$ cat src/rtl/des_pkg.sv
// Shared DES constants for the round core: FIPS 46-3 permutation tables (bit 1 = MSB),
// S-boxes, FSM state type and the permutation helpers built from those tables.
package des_pkg;

    localparam int NUM_ROUNDS = 16;

    typedef enum logic [1:0] {IDLE, LOAD, RUN, DONE} state_e;

    localparam int IP [64] = '{
        58, 50, 42, 34, 26, 18, 10, 2,
        60, 52, 44, 36, 28, 20, 12, 4,
        62, 54, 46, 38, 30, 22, 14, 6,
        64, 56, 48, 40, 32, 24, 16, 8,
        57, 49, 41, 33, 25, 17,  9, 1,
        59, 51, 43, 35, 27, 19, 11, 3,
        61, 53, 45, 37, 29, 21, 13, 5,
        63, 55, 47, 39, 31, 23, 15, 7
    };

    localparam int IP_INV [64] = '{
        40, 8, 48, 16, 56, 24, 64, 32,
        39, 7, 47, 15, 55, 23, 63, 31,
        38, 6, 46, 14, 54, 22, 62, 30,
        37, 5, 45, 13, 53, 21, 61, 29,
        36, 4, 44, 12, 52, 20, 60, 28,
        35, 3, 43, 11, 51, 19, 59, 27,
        34, 2, 42, 10, 50, 18, 58, 26,
        33, 1, 41,  9, 49, 17, 57, 25
    };

    localparam int E [48] = '{
        32,  1,  2,  3,  4,  5,
         4,  5,  6,  7,  8,  9,
         8,  9, 10, 11, 12, 13,
        12, 13, 14, 15, 16, 17,
        16, 17, 18, 19, 20, 21,
        20, 21, 22, 23, 24, 25,
        24, 25, 26, 27, 28, 29,
        28, 29, 30, 31, 32,  1
    };

    localparam int P [32] = '{
        16,  7, 20, 21, 29, 12, 28, 17,
         1, 15, 23, 26,  5, 18, 31, 10,
         2,  8, 24, 14, 32, 27,  3,  9,
        19, 13, 30,  6, 22, 11,  4, 25
    };

    localparam int PC1 [56] = '{
        57, 49, 41, 33, 25, 17,  9,
         1, 58, 50, 42, 34, 26, 18,
        10,  2, 59, 51, 43, 35, 27,
        19, 11,  3, 60, 52, 44, 36,
        63, 55, 47, 39, 31, 23, 15,
         7, 62, 54, 46, 38, 30, 22,
        14,  6, 61, 53, 45, 37, 29,
        21, 13,  5, 28, 20, 12,  4
    };

    // Each S-box is stored row-major: entry index = {b1, b6, b2..b5} of the 6-bit input.
    typedef logic [3:0] sbox_t [8][64];

    localparam sbox_t SBOX = '{
        '{14, 4, 13, 1, 2, 15, 11, 8, 3, 10, 6, 12, 5, 9, 0, 7,
           0, 15, 7, 4, 14, 2, 13, 1, 10, 6, 12, 11, 9, 5, 3, 8,
           4, 1, 14, 8, 13, 6, 2, 11, 15, 12, 9, 7, 3, 10, 5, 0,
          15, 12, 8, 2, 4, 9, 1, 7, 5, 11, 3, 14, 10, 0, 6, 13},
        '{15, 1, 8, 14, 6, 11, 3, 4, 9, 7, 2, 13, 12, 0, 5, 10,
           3, 13, 4, 7, 15, 2, 8, 14, 12, 0, 1, 10, 6, 9, 11, 5,
           0, 14, 7, 11, 10, 4, 13, 1, 5, 8, 12, 6, 9, 3, 2, 15,
          13, 8, 10, 1, 3, 15, 4, 2, 11, 6, 7, 12, 0, 5, 14, 9},
        '{10, 0, 9, 14, 6, 3, 15, 5, 1, 13, 12, 7, 11, 4, 2, 8,
          13, 7, 0, 9, 3, 4, 6, 10, 2, 8, 5, 14, 12, 11, 15, 1,
          13, 6, 4, 9, 8, 15, 3, 0, 11, 1, 2, 12, 5, 10, 14, 7,
           1, 10, 13, 0, 6, 9, 8, 7, 4, 15, 14, 3, 11, 5, 2, 12},
        '{ 7, 13, 14, 3, 0, 6, 9, 10, 1, 2, 8, 5, 11, 12, 4, 15,
          13, 8, 11, 5, 6, 15, 0, 3, 4, 7, 2, 12, 1, 10, 14, 9,
          10, 6, 9, 0, 12, 11, 7, 13, 15, 1, 3, 14, 5, 2, 8, 4,
           3, 15, 0, 6, 10, 1, 13, 8, 9, 4, 5, 11, 12, 7, 2, 14},
        '{ 2, 12, 4, 1, 7, 10, 11, 6, 8, 5, 3, 15, 13, 0, 14, 9,
          14, 11, 2, 12, 4, 7, 13, 1, 5, 0, 15, 10, 3, 9, 8, 6,
           4, 2, 1, 11, 10, 13, 7, 8, 15, 9, 12, 5, 6, 3, 0, 14,
          11, 8, 12, 7, 1, 14, 2, 13, 6, 15, 0, 9, 10, 4, 5, 3},
        '{12, 1, 10, 15, 9, 2, 6, 8, 0, 13, 3, 4, 14, 7, 5, 11,
          10, 15, 4, 2, 7, 12, 9, 5, 6, 1, 13, 14, 0, 11, 3, 8,
           9, 14, 15, 5, 2, 8, 12, 3, 7, 0, 4, 10, 1, 13, 11, 6,
           4, 3, 2, 12, 9, 5, 15, 10, 11, 14, 1, 7, 6, 0, 8, 13},
        '{ 4, 11, 2, 14, 15, 0, 8, 13, 3, 12, 9, 7, 5, 10, 6, 1,
          13, 0, 11, 7, 4, 9, 1, 10, 14, 3, 5, 12, 2, 15, 8, 6,
           1, 4, 11, 13, 12, 3, 7, 14, 10, 15, 6, 8, 0, 5, 9, 2,
           6, 11, 13, 8, 1, 4, 10, 7, 9, 5, 0, 15, 14, 2, 3, 12},
        '{13, 2, 8, 4, 6, 15, 11, 1, 10, 9, 3, 14, 5, 0, 12, 7,
           1, 15, 13, 8, 10, 3, 7, 4, 12, 5, 6, 11, 0, 14, 9, 2,
           7, 11, 4, 1, 9, 12, 14, 2, 0, 6, 10, 13, 15, 3, 5, 8,
           2, 1, 14, 7, 4, 10, 8, 13, 15, 12, 9, 0, 3, 5, 6, 11}
    };

    // Output bit j (counted from the MSB) takes input bit TABLE[j] (also counted from the MSB).
    function automatic logic [63:0] ip_perm(input logic [63:0] x);
        logic [63:0] y;
        for (int j = 0; j < 64; j++) y[6'(63 - j)] = x[6'(64 - IP[j])];
        return y;
    endfunction

    function automatic logic [63:0] ip_inv_perm(input logic [63:0] x);
        logic [63:0] y;
        for (int j = 0; j < 64; j++) y[6'(63 - j)] = x[6'(64 - IP_INV[j])];
        return y;
    endfunction

    function automatic logic [47:0] e_perm(input logic [31:0] x);
        logic [47:0] y;
        for (int j = 0; j < 48; j++) y[6'(47 - j)] = x[5'(32 - E[j])];
        return y;
    endfunction

    function automatic logic [31:0] p_perm(input logic [31:0] x);
        logic [31:0] y;
        for (int j = 0; j < 32; j++) y[5'(31 - j)] = x[5'(32 - P[j])];
        return y;
    endfunction

    function automatic logic [55:0] pc1_perm(input logic [63:0] x);
        logic [55:0] y;
        for (int j = 0; j < 56; j++) y[6'(55 - j)] = x[6'(64 - PC1[j])];
        return y;
    endfunction

endpackage

$ cat src/rtl/des_f.sv
// DES round function f(R, K): E-expansion, key mix, S1..S8 substitution, P-permutation.
module des_f
    import des_pkg::*;
(
    input  logic [31:0] r_i,
    input  logic [47:0] k_i,
    output logic [31:0] f_o
);

    logic [47:0] mixed_w;
    logic [31:0] sub_w;

    assign mixed_w = e_perm(r_i) ^ k_i;

    for (genvar i = 0; i < 8; i++) begin : g_sbox
        logic [5:0] six_w;
        assign six_w = mixed_w[47 - 6*i -: 6];
        // Outer bits select the row, inner four the column.
        assign sub_w[31 - 4*i -: 4] = SBOX[i][{six_w[5], six_w[0], six_w[4:1]}];
    end

    assign f_o = p_perm(sub_w);

endmodule

$ cat src/rtl/des_round_core.sv
// Iterative DES engine: one Feistel round per returned subkey, subkeys requested one
// index per cycle from the external des_key schedule.
module des_round_core
    import des_pkg::*;
(
    input  logic        clk_in,
    input  logic        rst_in,
    input  logic [63:0] data_in,
    input  logic [63:0] key_in,
    input  logic        decrypt_in,
    input  logic        in_valid_in,
    output logic        in_ready_out,
    output logic [63:0] sched_key_out,
    output logic [3:0]  sched_idx_out,
    output logic        sched_valid_out,
    input  logic [47:0] subkey_in,
    input  logic        subkey_valid_in,
    output logic [63:0] data_out,
    output logic        out_valid_out,
    input  logic        out_ready_in
);

    localparam logic [4:0] ISS_END  = 5'(NUM_ROUNDS);
    localparam logic [3:0] RND_LAST = 4'(NUM_ROUNDS - 1);

    state_e      state_q, state_d;
    logic [31:0] l_q, l_d, r_q, r_d;
    logic [63:0] key_q, key_d;
    logic [63:0] data_q, data_d;
    logic        dec_q, dec_d;
    logic [4:0]  iss_q, iss_d;
    logic [3:0]  rnd_q, rnd_d;

    logic [31:0] f_w;
    logic [55:0] pc1_w;
    logic [31:0] l_new_w, r_new_w;

    des_f u_f (
        .r_i (r_q),
        .k_i (subkey_in),
        .f_o (f_w)
    );

    assign pc1_w   = pc1_perm(key_in);
    assign l_new_w = r_q;
    assign r_new_w = l_q ^ f_w;

    // NOTE: every always_comb target takes its held value first, so no path infers a latch.
    always_comb begin
        state_d = state_q;
        l_d     = l_q;
        r_d     = r_q;
        key_d   = key_q;
        data_d  = data_q;
        dec_d   = dec_q;
        iss_d   = iss_q;
        rnd_d   = rnd_q;
        case (state_q)
            IDLE: if (in_valid_in) begin
                state_d    = LOAD;
                {l_d, r_d} = ip_perm(data_in);
                // des_key expects C (first PC-1 half) in the low 28 bits.
                key_d      = {8'h00, pc1_w[27:0], pc1_w[55:28]};
                dec_d      = decrypt_in;
                iss_d      = '0;
                rnd_d      = '0;
            end
            LOAD: state_d = RUN;
            RUN: begin
                if (iss_q < ISS_END) iss_d = iss_q + 5'd1;
                if (subkey_valid_in) begin
                    l_d   = l_new_w;
                    r_d   = r_new_w;
                    rnd_d = rnd_q + 4'd1;
                    if (rnd_q == RND_LAST) begin
                        state_d = DONE;
                        data_d  = ip_inv_perm({r_new_w, l_new_w});
                    end
                end
            end
            DONE: if (out_ready_in) state_d = IDLE;
            default: state_d = IDLE;
        endcase
    end

    // NOTE: state registers use non-blocking assignments so every flop samples pre-edge values.
    always_ff @(posedge clk_in) begin
        if (rst_in) begin
            state_q <= IDLE;
            l_q     <= '0;
            r_q     <= '0;
            key_q   <= '0;
            data_q  <= '0;
            dec_q   <= 1'b0;
            iss_q   <= '0;
            rnd_q   <= '0;
        end else begin
            state_q <= state_d;
            l_q     <= l_d;
            r_q     <= r_d;
            key_q   <= key_d;
            data_q  <= data_d;
            dec_q   <= dec_d;
            iss_q   <= iss_d;
            rnd_q   <= rnd_d;
        end
    end

    assign in_ready_out    = (state_q == IDLE);
    assign out_valid_out   = (state_q == DONE);
    assign sched_valid_out = (state_q == RUN) && (iss_q < ISS_END);
    assign sched_idx_out   = !sched_valid_out ? 4'd0
                           : dec_q            ? RND_LAST - iss_q[3:0]
                           :                    iss_q[3:0];
    assign sched_key_out   = key_q;
    assign data_out        = data_q;

endmodule

$ cat config.mk
export PLATFORM = sky130hd
export DESIGN_NAME = des_round_core
export DESIGN_NICKNAME = d
export VERILOG_FILES = /design/src/rtl/des_pkg.sv /design/src/rtl/des_f.sv /design/src/rtl/des_round_core.sv
export SDC_FILE = /design/constraint.sdc
export NUM_CORES = 1
export LEC_CHECK = 0
export ABC_CLOCK_PERIOD_IN_PS = 2800
export BUFFER_PORTS_ARGS = -buffer_cell sky130_fd_sc_hd__buf_2
export CORE_ASPECT_RATIO = 0.5
export CORE_MARGIN = 2
export CORE_UTILIZATION = 43
export DETAILED_ROUTE_END_ITERATION = 10
export HOLD_SLACK_MARGIN = 0.08
export PLACE_DENSITY = 0.85
export SLEW_MARGIN = 20
export SYNTH_ARGS = -nofsm -noshare
export SYNTH_HDL_FRONTEND = slang
export SYNTH_SLANG_ARGS = --single-unit
$ cat constraint.sdc
create_clock -name clk_in -period 2.8 [get_ports clk_in]
set_input_delay 0.28 -clock clk_in [delete_from_list [all_inputs] [get_ports clk_in]]
set_output_delay 0.28 -clock clk_in [all_outputs]
set_load 0.01 [all_outputs]
Yosys cells after proc, flatten, opt, wreduce, memory -nomap -nowiden
Memories as Yosys holds them, arrays and structs flattened.
Cells that the tools add are included.
- input bits: 182
- bits in registers: 108
- memories kept: 4
- output and inout port bits: 135
- logic and storage cells: 69
- bits in read-only memories: 1024
- memories (memory ; words ; bits a word ; rd ports ; clocked after memory_dff ; write ports ; RTL line ; RTL):
    (name not given) ; 64 ; 4 ; 1 ; 0 ; 0 ; des_f.sv:19 ; assign sub_w[31 - 4*i -: 4] = SBOX[i][{six_w[5], six_w[0], six_w[4:1]}];
    (name not given) ; 64 ; 4 ; 1 ; 0 ; 0 ; des_f.sv:19 ;
    (name not given) ; 64 ; 4 ; 1 ; 0 ; 0 ; des_f.sv:19 ;
    (name not given) ; 64 ; 4 ; 1 ; 0 ; 0 ; des_f.sv:19 ;
- reductions and logical operators: 8
- equality and inequality tests: 9
- add/sub/neg operators: 3
- mux-type cells: 26
- bitwise gates (word level): 6
- order comparisons: 5
- operator list (operator ; count):
    $mux W32 ; 4
    $pmux W32 S2 ; 1
    $xor A32 B32 Y32 ; 1
    $ge A7 B7 Y1 const B ; 4
    $not A6 Y7 ; 4
    $mux W4 ; 6
    $xor A24 B24 Y24 ; 1
    $mux W2 ; 6
    $mux W3 ; 4
    $mux W5 ; 2
    $pmux W5 S2 ; 1
    $reduce_and A3 Y1 ; 3
    $ne A2 B2 Y1 const B ; 4
    $pmux W2 S4 ; 1
    $pmux W4 S2 ; 1
    $add A5 B1 Y5 const B ; 1
    $lt A5 B5 Y1 const B ; 1
    $add A4 B1 Y4 const B ; 1
    $eq A2 B2 Y1 const B ; 2
    $eq A4 B4 Y1 const B ; 1
    $reduce_and A4 Y1 ; 1
    $sub A4 B4 Y4 const A ; 1
    $eq A2 B1 Y1 const B ; 1
    $logic_not A2 Y1 ; 1
    4 further kinds ; 4

Longest topological paths before layout
- depth in word-level cells: 8
- depth in mapped cells: 9
- depth with buffers taken out: 9

Hierarchy
Synthesis repeated with hierarchy kept, for this count alone.
- cells, all modules: 817
- area, all modules: 6807.8 sq um
- modules (own cells, without submodules) (module ; seq. area each (sq um) ; area each (sq um) ; instances ; cells an instance):
    des_round_core ; 2162.1 ; 5466.5 ; 1 ; 657
    des_f ; 0.0 ; 1341.3 ; 1 ; 160

Worst setup path after synthesis
No wires, ideal clock.
- kind: reg2reg
- start: register r_q[5] (netlist: l_new_w[5])
- end: register r_q[0] (netlist: l_new_w[0])
- arrival time: 2.157 ns
- stages on the path, launching flop included: 7
- data required time: 2.677 ns
- path slack: 0.520 ns
- path buffers: 0
- setup time: 0.123 ns
- clock period less this slack: 2.280 ns
- cell sequence: dfxtp_1 > xor2_1 > ha_1 > mux4_1 > mux4_2 > xor2_1 > o21ai_1
- longest elaborated chain between the ends: 8
- RTL lines (what ; RTL line ; RTL):
    start: declaration ; des_round_core.sv:27 ; logic [31:0] l_q, l_d, r_q, r_d;
    start signal: assignment ; des_round_core.sv:100 ; r_q <= r_d;
    $xor A24 B24 Y24 ; des_f.sv:13 ; assign mixed_w = e_perm(r_i) ^ k_i;
    $not A6 Y7 (implied by the code) ; des_f.sv:19 ;
    $mem_v2 Z64 W4 ; - ;
    $mux W4 (implied by the code) (2 in a row) ; des_f.sv:19 ;
    $xor A32 B32 Y32 ; des_round_core.sv:46 ; assign r_new_w = l_q ^ f_w;
    $mux W32 ; des_round_core.sv:71 ; if (subkey_valid_in) begin
    $pmux W32 S2 ; des_round_core.sv:58 ; case (state_q)
No other way between the ends. The select of a mux whose other input is x is not followed.
A chain may end at the register's enable or synchronous reset.

Worst setup path in the final report
Ends and elaborated chain as after synthesis.

==> parameters.txt <==
Parameter                              Value

Yosys
  Seq cells post-synth ... 71
  Number of distinct library cells after synthesis ... 59
  Number of warnings issued by yosys ... 0
  Sequential share of the synthesized area ... 0.300
  Mapped cell area ... ~0.0047 mm^2
  Synthesized instance count ... between 500 and 600
  Post-Syn Area per Cell ... a little over 8 um^2
  Number of enable flip-flop cells after synthesis ... 0
  Most instantiated flip-flop cell in the synthesis netlist ... sky130_fd_sc_hd__dfxtp_1
  Async set or reset register ratio after synthesis ... 0

Routing
  Detailed router's first-iteration violation count ... around 260
  Vias per cell ... about 4.9
  Drt drc ... 0
  Wire length per cell ... ~12 um
  Vias post-DR ... approximately 4.0k
  Drt first pass iters ... 5
  Count of antenna-violating nets left after detailed routing ... 0
  Final wirelength ... 10200 um

Clock network
  Number of gates resized after CTS ... 0
  Clk slew on worst S/H paths ... 0.06 ns
  Clock tree buffer depth ... 2
  Later-pin clock latency in the skew report ... around 0.34 ns
  H-tree depth reported by CTS ... 3
  Hold buffer count at CTS ... 0
  Cell at the root of the clock tree ... sky130_fd_sc_hd__clkbuf_16
  TritonCTS clock tree ... built
  Number of CTS-inserted buffers ... 9
  Total clock sinks ... 71
  Buffers inserted by post-CTS timing repair ... 0

Timing
  Maximum operating frequency ... around 380 MHz
  Count of final setup violators ... 0
  Min cycle time layout ... ~2.6 ns
  Count of final max-slew check failures ... 0
  Headroom to the max-slew limit ... 0.290
  Number of hold-slack violations in the final timing report ... 0
  Final clock skew ... roughly 0.015 ns
  Least-Margin Pin Slew ... roughly 1.1 ns
  Final hold slack ... between 0.15 and 0.2 ns
  TNS Setup ... 0 ns
  Setup repair after global routing missed its margin ... no
  Share of the clock period used by the worst path after layout ... 0.930

Setup path
  Required time of the critical path ... around 3.0 ns
  Type of destination of the critical path ... flop
  Startpoint Class ... flop
  Critical path data arrival time ... about 2.8 ns
  Critical Path Fanout Max ... 5
  Kind of critical path ... flop to flop

Placed design
  Dpl hpwl ... about 7400 um
  Placer's final routability congestion estimate ... roughly 0.85
  PortBufs ... 98

Global route
  Wire length of the first global-routing pass ... around 16000 um
  Total overflow reported by the global router ... 0
  Number of antenna violations at the first check in global routing ... 0
  Number of global-route vias before repair ... ~3.5k
  All-layer global routing usage ... 0.162
  Maximum number of pins on one net before global-route repair ... between 40 and 50

Finish
  Fillers ... roughly 1k
  Final net count ... about 870
  Most frequent standard cell in the layout excluding fill and tap cells ... sky130_fd_sc_hd__buf_2
  Area growth from synthesis to layout ... 12.6%
  Fraction of final layout cells with drive strength greater than 1 ... 0.201
  Commonest non-fill, non-tap cells in the layout ... sky130_fd_sc_hd__buf_2, sky130_fd_sc_hd__conb_1, sky130_fd_sc_hd__nand2_1
  Antenna diode count ... 0

Die
  # rows ... 27
  Starting density of the core ... 0.436
  Total core area ... around 0.011 mm^2
  Y dimension of the die ... between 70 and 80 um
  Die ar. ... 0.0119 mm^2
  Horiz. Die Dim ... approximately 150 um
  Number of primary I/O pins ... around 320

Power
  Areal power density over the cells ... about 790 mW/mm^2
  Worst ir drop on vdd ... ~0.49 mV
  Lkg Pwr ... between 2 and 3 nW

Flow run
  Number of max-cap violations ... 0

Hold path
  Classification of the worst-slack hold path ... input pin to flop

Status
  Run status ... complete, no violations
[state kept, by name, summed over array words and instances (netlist names)]
register / cells
data_out: 16
l_new_w: 20
state_q: 2
iss_q: 5
rnd_q: 4
l_q: 7
dec_q: 1
sched_key_out: 16
[report_power, final]
group,switching (mW),total (mW),internal [mW]
sequential,0.130,1.28,1.15
combinational,0.986,1.67,0.685
clock,0.461,1.25,0.791
[Yosys cell counts, drive strengths merged, types with 2 or more instances]
cell     number  area [um^2]
xor2         18          173
mux2i        26          260
nor3         12         60.1
nor4          2         12.5
nand4         2         12.5
and3          6         37.5
buf         101          741
a31oi         5         31.3
nor2b         3         18.8
mux2          4         45.0
a2111oi       2         17.5
o31ai         2         15.0
clkbuf       20         76.3
a211oi        5         37.5
nand2        73          274
nor4b         2         17.5
inv          19         71.3
nand3         6         30.0
a21oi        35          175
dfxtp        71         1420
nor2         53          199
o2111ai       2         17.5
mux4          4         93.8
a22oi        16          120
nand3b        2         15.0
ha           24          300
xnor2        19          166
a21o          3         22.5
nand2b        3         18.8
o21ai        11         55.1
and4          2         17.5
[critical path, stage by stage, from the launching register on]
cell	delay [ns]
sky130_fd_sc_hd__dfxtp_1	0.41
sky130_fd_sc_hd__xor2_1	0.42
sky130_fd_sc_hd__ha_1	0.35
sky130_fd_sc_hd__xnor3_1	0.30
sky130_fd_sc_hd__nor2_1	0.06
sky130_fd_sc_hd__a21o_1	0.22
sky130_fd_sc_hd__mux4_2	0.48
sky130_fd_sc_hd__xor2_1	0.16
sky130_fd_sc_hd__o21ai_1	0.07
[area by class of cell]
| cell class | count | area, um^2 | share of cell area |
|---|---|---|---|
| Clock buffer | 9 | 225 | 0.0422 |
| Clock inverter | 7 | 103 | 0.0192 |
| Inverter | 19 | 71.3 | 0.0134 |
| Multi-Input combinational cell | 458 | 2790 | 0.522 |
| Sequential cell | 71 | 1420 | 0.266 |
| Tap cell | 145 | 181 | 0.0340 |
| Timing Repair Buffer | 106 | 551 | 0.103 |
[kinds of logic after synthesis]
| family | share of synthesized area |
|---|---|
| compound gates | 0.134 |
| fa+ha+maj | 0.0633 |
| buf+inv | 0.187 |
| other cells | 0.000791 |
| flops | 0.300 |
| xor+xnor | 0.0763 |
| mux | 0.0842 |
| simple gates | 0.155 |
[layer usage]
metal	GRT usage	share of wire	vias to the layer above
li1	-	-	1945
met1	0.183	0.40	1847
met2	0.294	0.50	170
met3	0.0409	0.071	25
met4	0.0722	0.027	0
met5	0	0	-
[per-stage QoR]
step                      cells  power (mW)  worst slack, ns  instance area [um^2]   util
after floorplan             669        2.61            0.520                  5100      -
after global placement      799        2.88            0.320                  5010  0.461
after detailed placement    799        2.95            0.229                  5010  0.461
after CTS                   815        4.21            0.199                  5340  0.491
after global routing        815        4.47           0.0126                  5340  0.491
final                       815        4.20            0.197                  5340  0.491
[final timing paths]
| check | from | to | slack, ns | cells past startpoint |
|---|---|---|---|---|
| max | l_new_w[5] | l_new_w[0] | 0.20 | 8 |
| min | key_in[26] | sched_key_out[44] | 0.18 | 3 |
| max reg2reg | l_new_w[5] | l_new_w[0] | 0.20 | 8 |
| min reg2reg | sched_key_out[39] | sched_key_out[39] | 0.45 | 2 |
Power figures use the tool's default switching activity.
